$ cat src/rtl/avmm_rw_arbiter_if.sv
// Bundled requester-side and memory-side Avalon-MM signals of the read/write arbiter.
// master: the arbiter's view; slave: the surrounding kernels and memory.
interface avmm_rw_arbiter_if #(
    parameter int unsigned NUM_REQ = 4
);
    logic [64*NUM_REQ-1:0] req_address;
    logic [8*NUM_REQ-1:0]  req_byteenable;
    logic [NUM_REQ-1:0]    req_read;
    logic [NUM_REQ-1:0]    req_write;
    logic [64*NUM_REQ-1:0] req_writedata;
    logic [NUM_REQ-1:0]    req_waitrequest;
    logic [63:0]           req_readdata;
    logic [NUM_REQ-1:0]    req_readdatavalid;

    logic [63:0]           avmm_0_rw_address;
    logic [7:0]            avmm_0_rw_byteenable;
    logic                  avmm_0_rw_read;
    logic                  avmm_0_rw_write;
    logic [63:0]           avmm_0_rw_writedata;
    logic [63:0]           avmm_0_rw_readdata;

    logic                  protocol_err;

    modport master (
        input  req_address, req_byteenable, req_read, req_write, req_writedata,
        output req_waitrequest, req_readdata, req_readdatavalid,
        output avmm_0_rw_address, avmm_0_rw_byteenable, avmm_0_rw_read, avmm_0_rw_write,
        output avmm_0_rw_writedata,
        input  avmm_0_rw_readdata,
        output protocol_err
    );

    modport slave (
        output req_address, req_byteenable, req_read, req_write, req_writedata,
        input  req_waitrequest, req_readdata, req_readdatavalid,
        input  avmm_0_rw_address, avmm_0_rw_byteenable, avmm_0_rw_read, avmm_0_rw_write,
        input  avmm_0_rw_writedata,
        output avmm_0_rw_readdata,
        input  protocol_err
    );
endinterface

$ cat src/rtl/avmm_rw_arbiter.sv
// Round-robin arbiter sharing one 64-bit Avalon-MM read/write port among NUM_REQ requesters.
// Reads are tagged through a fixed-latency pipeline so readdata is steered back to the issuer.
module avmm_rw_arbiter #(
    parameter int unsigned NUM_REQ      = 4,
    parameter int unsigned READ_LATENCY = 2
) (
    input logic               clock,
    input logic               resetn,
    avmm_rw_arbiter_if.master bus
);
    localparam int unsigned IdW = $clog2(NUM_REQ);

    logic [NUM_REQ-1:0] active;
    logic [NUM_REQ-1:0] grant;
    logic               grant_valid;
    logic [IdW-1:0]     grant_idx;

    logic [IdW-1:0] rr_ptr_q, rr_ptr_d;
    logic [63:0]    addr_q, addr_d;
    logic [63:0]    wdata_q, wdata_d;
    logic [7:0]     be_q, be_d;
    logic           rd_q, rd_d;
    logic           wr_q, wr_d;
    logic           err_q, err_d;

    logic [READ_LATENCY-1:0]          tag_vld_q, tag_vld_d;
    logic [READ_LATENCY-1:0][IdW-1:0] tag_id_q, tag_id_d;
    logic [NUM_REQ-1:0]               rdv_q, rdv_d;

    assign active = bus.req_read | bus.req_write;

    // First active requester at or after rr_ptr, wrapping; nothing is granted in reset.
    always_comb begin
        logic [IdW-1:0] cand;
        grant_valid = 1'b0;
        grant_idx   = '0;
        cand        = '0;
        for (int unsigned k = 0; k < NUM_REQ; k++) begin
            cand = IdW'((32'(rr_ptr_q) + k) % NUM_REQ);
            if (resetn && !grant_valid && active[cand]) begin
                grant_valid = 1'b1;
                grant_idx   = cand;
            end
        end
    end

    always_comb begin
        grant = '0;
        if (grant_valid) grant[grant_idx] = 1'b1;
    end

    assign bus.req_waitrequest = active & ~grant;

    always_comb begin
        rr_ptr_d = rr_ptr_q;
        addr_d   = addr_q;
        wdata_d  = wdata_q;
        be_d     = be_q;
        rd_d     = 1'b0;
        wr_d     = 1'b0;
        err_d    = err_q | (|(bus.req_read & bus.req_write));
        if (grant_valid) begin
            addr_d   = bus.req_address[{grant_idx, 6'd0} +: 64];
            wdata_d  = bus.req_writedata[{grant_idx, 6'd0} +: 64];
            be_d     = bus.req_byteenable[{grant_idx, 3'd0} +: 8];
            wr_d     = bus.req_write[grant_idx];
            // Read plus write collapses to a write.
            rd_d     = bus.req_read[grant_idx] & ~bus.req_write[grant_idx];
            rr_ptr_d = (grant_idx == IdW'(NUM_REQ - 1)) ? '0 : grant_idx + 1'b1;
        end
    end

    always_comb begin
        tag_vld_d    = '0;
        tag_id_d     = '0;
        tag_vld_d[0] = rd_d;
        tag_id_d[0]  = grant_idx;
        for (int unsigned k = 1; k < READ_LATENCY; k++) begin
            tag_vld_d[k] = tag_vld_q[k-1];
            tag_id_d[k]  = tag_id_q[k-1];
        end
        rdv_d = '0;
        if (tag_vld_q[READ_LATENCY-1]) rdv_d[tag_id_q[READ_LATENCY-1]] = 1'b1;
    end

    always_ff @(posedge clock or negedge resetn) begin
        if (!resetn) begin
            rr_ptr_q  <= '0;
            addr_q    <= '0;
            wdata_q   <= '0;
            be_q      <= '0;
            rd_q      <= 1'b0;
            wr_q      <= 1'b0;
            err_q     <= 1'b0;
            tag_vld_q <= '0;
            tag_id_q  <= '0;
            rdv_q     <= '0;
        end else begin
            rr_ptr_q  <= rr_ptr_d;
            addr_q    <= addr_d;
            wdata_q   <= wdata_d;
            be_q      <= be_d;
            rd_q      <= rd_d;
            wr_q      <= wr_d;
            err_q     <= err_d;
            tag_vld_q <= tag_vld_d;
            tag_id_q  <= tag_id_d;
            rdv_q     <= rdv_d;
        end
    end

    assign bus.avmm_0_rw_address    = addr_q;
    assign bus.avmm_0_rw_byteenable = be_q;
    assign bus.avmm_0_rw_read       = rd_q;
    assign bus.avmm_0_rw_write      = wr_q;
    assign bus.avmm_0_rw_writedata  = wdata_q;
    assign bus.req_readdata         = bus.avmm_0_rw_readdata;
    assign bus.req_readdatavalid    = rdv_q;
    assign bus.protocol_err         = err_q;
endmodule

$ cat src/flat_wrapper.sv
// flat-port wrapper written by rule: the top's interface ports become plain ports
module avmm_rw_arbiter_flat 
#(
    parameter int unsigned NUM_REQ      = 4,
    parameter int unsigned READ_LATENCY = 2
)
  (clock, resetn, bus_req_address, bus_req_byteenable, bus_req_read, bus_req_write, bus_req_writedata, bus_req_waitrequest, bus_req_readdata, bus_req_readdatavalid, bus_avmm_0_rw_address, bus_avmm_0_rw_byteenable, bus_avmm_0_rw_read, bus_avmm_0_rw_write, bus_avmm_0_rw_writedata, bus_avmm_0_rw_readdata, bus_protocol_err);
  avmm_rw_arbiter_if #(.NUM_REQ(NUM_REQ)) bus_i ();
  input logic clock;
  input logic resetn;
  input wire logic [$bits(bus_i.req_address)-1:0] bus_req_address;
  input wire logic [$bits(bus_i.req_byteenable)-1:0] bus_req_byteenable;
  input wire logic [$bits(bus_i.req_read)-1:0] bus_req_read;
  input wire logic [$bits(bus_i.req_write)-1:0] bus_req_write;
  input wire logic [$bits(bus_i.req_writedata)-1:0] bus_req_writedata;
  output wire logic [$bits(bus_i.req_waitrequest)-1:0] bus_req_waitrequest;
  output wire logic [$bits(bus_i.req_readdata)-1:0] bus_req_readdata;
  output wire logic [$bits(bus_i.req_readdatavalid)-1:0] bus_req_readdatavalid;
  output wire logic [$bits(bus_i.avmm_0_rw_address)-1:0] bus_avmm_0_rw_address;
  output wire logic [$bits(bus_i.avmm_0_rw_byteenable)-1:0] bus_avmm_0_rw_byteenable;
  output wire logic [$bits(bus_i.avmm_0_rw_read)-1:0] bus_avmm_0_rw_read;
  output wire logic [$bits(bus_i.avmm_0_rw_write)-1:0] bus_avmm_0_rw_write;
  output wire logic [$bits(bus_i.avmm_0_rw_writedata)-1:0] bus_avmm_0_rw_writedata;
  input wire logic [$bits(bus_i.avmm_0_rw_readdata)-1:0] bus_avmm_0_rw_readdata;
  output wire logic [$bits(bus_i.protocol_err)-1:0] bus_protocol_err;
  assign bus_i.req_address = bus_req_address;
  assign bus_i.req_byteenable = bus_req_byteenable;
  assign bus_i.req_read = bus_req_read;
  assign bus_i.req_write = bus_req_write;
  assign bus_i.req_writedata = bus_req_writedata;
  assign bus_req_waitrequest = bus_i.req_waitrequest;
  assign bus_req_readdata = bus_i.req_readdata;
  assign bus_req_readdatavalid = bus_i.req_readdatavalid;
  assign bus_avmm_0_rw_address = bus_i.avmm_0_rw_address;
  assign bus_avmm_0_rw_byteenable = bus_i.avmm_0_rw_byteenable;
  assign bus_avmm_0_rw_read = bus_i.avmm_0_rw_read;
  assign bus_avmm_0_rw_write = bus_i.avmm_0_rw_write;
  assign bus_avmm_0_rw_writedata = bus_i.avmm_0_rw_writedata;
  assign bus_i.avmm_0_rw_readdata = bus_avmm_0_rw_readdata;
  assign bus_protocol_err = bus_i.protocol_err;
  avmm_rw_arbiter #(.NUM_REQ(NUM_REQ), .READ_LATENCY(READ_LATENCY)) u_core (.clock(clock), .resetn(resetn), .bus(bus_i));
endmodule
$ cat config.mk
export PLATFORM = sky130hd
export DESIGN_NAME = avmm_rw_arbiter_flat
export DESIGN_NICKNAME = d
export VERILOG_FILES = /design/src/rtl/avmm_rw_arbiter_if.sv /design/src/rtl/avmm_rw_arbiter.sv /design/src/flat_wrapper.sv
export SDC_FILE = /design/constraint.sdc
export NUM_CORES = 1
export LEC_CHECK = 0
export ABC_AREA = 1
export CORE_AREA = 2 2 323 325
export DETAILED_ROUTE_END_ITERATION = 7
export DIE_AREA = 0 0 325 327
export PLACE_DENSITY_LB_ADDON = 0.08
export SYNTH_ARGS = -nofsm -noshare
export SYNTH_HDL_FRONTEND = slang
export SYNTH_SLANG_ARGS = --single-unit
$ cat constraint.sdc
create_clock -name clock -period 2.2 [get_ports clock]
set_input_delay 0.44 -clock clock [delete_from_list [all_inputs] [get_ports clock]]
set_output_delay 0.44 -clock clock [all_outputs]
set_load 0.01 [all_outputs]
==> flow_metrics.env <==
export IMPL_dieArea_sq_um=106000
export IMPL_critical_path_max_stage_delay_ns=0.46
export IMPL_cts_buffers_inserted=17
export IMPL_clockBufferDepth=2
export IMPL_clockPowerShare=0.078
export IMPL_p_switching_mw=20.8
export IMPL_grt_busiest_layer="met2"
export IMPL_synth_nets=3015
export IMPL_fill_cells=11505
export IMPL_arrival_ns=2.42
export IMPL_final_core_util=0.269
export IMPL_via_count=18480
export IMPL_grt_ovfl_total=0
export IMPL_grt_usage=0.185
export IMPL_drt_initial_drc_count=1037
export IMPL_worstSetupPathType="input port to output port"
export IMPL_grt_max_degree=54
export IMPL_slowest_stage="clkdlybuf4s50_1"
export IMPL_met2_usage=0.322
export IMPL_critPathTopFamily="simple AND/OR/NAND/NOR gates"
export IMPL_power_density_nw_per_um2=1490
export IMPL_cts_root_buf="clkbuf_16"
export IMPL_peakVddDrop_mv=0.962
export IMPL_syn_area_sq_um=14200
export IMPL_routed_via_density=4.11
export IMPL_antenna_found_initial=21
export IMPL_ys_ff_latch=150
export IMPL_worst_pin_slew_ns=0.860
export IMPL_die_h_um=327
export IMPL_layout_min_cycle_time_ns=2.86
export IMPL_ys_seq_area_frac=0.264
export IMPL_end_kind="output port"
export IMPL_drive_gt1_frac=0.211
export IMPL_period_share=1.30
export IMPL_netlist_instances=2395
export IMPL_yosysUniqueCellTypes=25
export IMPL_die_width_um=325
export IMPL_p_seq_frac=0.123
export IMPL_use_met3=0.0481
export IMPL_dp_slack_ns=-1.25
export IMPL_ys_warn_count=0
export IMPL_nNetsFinal=3711
export IMPL_start_util=0.138
export IMPL_dpl_cell_area_sq_um=22300
export IMPL_hold_buffers=0
export IMPL_fmax_ghz=0.350
export IMPL_fin_area_sq_um=27700
export IMPL_coreArea_sq_um=103000
export IMPL_cp_max_fo=3
export IMPL_clock_sinks=150
export IMPL_required_ns=1.76
export IMPL_gr_usage_met1=0.217
export IMPL_clock_latency_ns=0.48
export IMPL_startpoint_type="input port"
export IMPL_finalSetupViolations=142
export IMPL_path_clk_slew_ns=0.08
export IMPL_worstPathBufferInverterCount=4
export IMPL_r2r_setup_slack_ns=-0.41
export IMPL_final_antenna_net_count=0
export IMPL_io_pins=829
export IMPL_final_cell_mix="689 x clkdlybuf4s50_1, 635 x nand2_1, 551 x inv_1"
export IMPL_synth_avg_cell_area_sq_um=5.94
export IMPL_grt_pass1_vias=19429
export IMPL_p_int_mw=20.4
export IMPL_max_slew_margin_rel=0.427
export IMPL_drc_errors=0
export IMPL_grt_pass1_wl_mm=141
export IMPL_rows=118
export IMPL_area_growth_pct=94.9
export IMPL_path_cells="clkdlybuf4s50_1 -> nor2_4 -> nand2_2 -> nand2_4 -> nand2_2 -> nand2_2 -> buf_4 -> nand4_1 -> nor2_2 -> buf_6 -> nand2_4 -> nand2_4 -> ha_4 -> a21oi_2 -> buf_4"
export IMPL_drt_wirelength_per_cell_um=23.4
export IMPL_hold_viol=0
export IMPL_status="finished with violations"
export IMPL_first_pass_iters=5
export IMPL_final_setup_skew_ns=0.0175
export IMPL_cts_tree="built"
export IMPL_hold_slack_ns=0.194
export IMPL_hpwlAfterDp_mm=60.6
export IMPL_port_buffers=700
export IMPL_rsz0062_at_grt="yes"
export IMPL_final_common_cell="clkdlybuf4s50_1"
export IMPL_swShare=0.506
export IMPL_min_path_type="input port to asynchronous set/reset pin"
export IMPL_max_cap_violations=0
export IMPL_slew_violations=0
export IMPL_layout_setup_ws_ns=-0.659
export IMPL_failed_checks="setup timing"
export IMPL_setup_tns_ns=-51.14
export IMPL_cts_htree_levels=4
export IMPL_routabilityCongestion=0.806
export IMPL_combPwrFrac=0.799
export IMPL_leakagePower_nw=14.1
export IMPL_postRouteWirelength_mm=105
==> worst reg2reg max path: stages, from the launching register on <==
cell	delay [ns]
dfrtp_1	0.40
buf_6	0.14
clkinv_8	0.08
nand2_4	0.07
nand2_4	0.08
nand2_2	0.06
nand2_2	0.06
buf_4	0.10
nand4_1	0.13
nor2_2	0.18
nand2_2	0.10
nand2_4	0.11
buf_4	0.12
buf_6	0.10
buf_12	0.12
buf_12	0.15
buf_8	0.14
clkbuf_16	0.15
nand3_1	0.08
nand2_1	0.06
nand2_1	0.05
nand2_1	0.09
==> layout make-up <==
| class | instances | area [sq um] | area share |
|---|---|---|---|
| tap | 1380 | 1730 | 0.0623 |
| antenna | 15 | 37.5 | 0.00135 |
| inverter | 554 | 2100 | 0.0756 |
| clock buffer | 19 | 433 | 0.0156 |
| timing repair buffer | 908 | 10800 | 0.391 |
| multi-input combinational | 1460 | 8690 | 0.313 |
| sequential | 150 | 3750 | 0.135 |
| clock inverter | 12 | 146 | 0.00528 |
==> synthesized netlist by cell type (all sizes together) <==
| cell type | n | area [sq um] |
|---|---|---|
| nor3 | 5 | 25.0 |
| buf | 190 | 1410 |
| nor2 | 13 | 48.8 |
| o21ai | 2 | 13.8 |
| ha | 2 | 25.0 |
| dfrtp | 150 | 3750 |
| o21bai | 1 | 7.51 |
| inv | 554 | 2080 |
| and3 | 1 | 6.26 |
| a221oi | 1 | 8.76 |
| a31oi | 1 | 6.26 |
| nand3 | 693 | 3870 |
| nand2 | 732 | 2770 |
| nand4 | 2 | 12.5 |
| a21oi | 7 | 35.0 |
| clkbuf | 41 | 154 |
==> stage by stage <==
stage / power, mW / std cells
2_1_floorplan: 17.5 / 2395
3_3_place_gp: 26.4 / 4319
3_5_place_dp: 26.4 / 4319
4_1_cts: 39.2 / 4451
5_1_grt: 44.0 / 4498
6_report: 41.2 / 4498
==> registers in the layout (all words and copies together) (netlist names) <==
signal	cells
u_core.rr_ptr_q	2
u_core.tag_id_d	2
u_core.bus.protocol_err	1
u_core.bus.req_readdatavalid	4
u_core.bus.avmm_0_rw_writedata	64
u_core.tag_vld_q	2
u_core.tag_id_q	2
u_core.bus.avmm_0_rw_byteenable	8
u_core.bus.avmm_0_rw_write	1
u_core.bus.avmm_0_rw_address	64
==> power by group through the flow <==
stage,Combinational [mW],Clock (mW),Sequential [mW]
finish,32.9,3.23,5.06
global route,35.3,3.50,5.25
CTS,30.7,3.43,5.07
detailed placement,21.3,0,5.08
global placement,21.3,0,5.06
floorplan,11.9,0,5.63
==> cells by family after synthesis <==
| family | Yosys count | synth area share |
|---|---|---|
| adders and majority gates | 2 | 0.00176 |
| DFF | 150 | 0.264 |
| buffers and inverters | 785 | 0.256 |
| AOI/OAI and AO/OA | 12 | 0.00501 |
| and+or+nand+nor | 1446 | 0.473 |
==> per-layer routing <==
metal  wire length, um  vias up
li1                  -     8615
met1             43300     9033
met2             52300      678
met3              6230      148
met4              3350        6
met5                38        -
==> worst paths after layout <==
path | endpoint | depth (start not counted) | startpoint
max reg2reg | u_core.bus.avmm_0_rw_writedata[23] | 21 | u_core.rr_ptr_q[0]
min | u_core.bus.avmm_0_rw_address[63] | 2 | resetn
max | bus_req_waitrequest[3] | 15 | bus_req_read[3]
max in group asynchronous | u_core.bus.avmm_0_rw_writedata[43] | 3 | resetn
min in group clock | u_core.bus.protocol_err | 3 | bus_req_read[0]
min reg2reg | u_core.tag_id_q[2] | 0 | u_core.tag_id_d[2]
==> what timing repair did <==
item | in CTS | in global routing
pin swaps | 164 | 134
endpoints found under the setup margin | 142 | 143
buffers inserted | 50 | 29
gates resized for setup | 378 | 217
gates cloned | 51 | 17
Note: power is estimated with default switching activity, not from simulation.
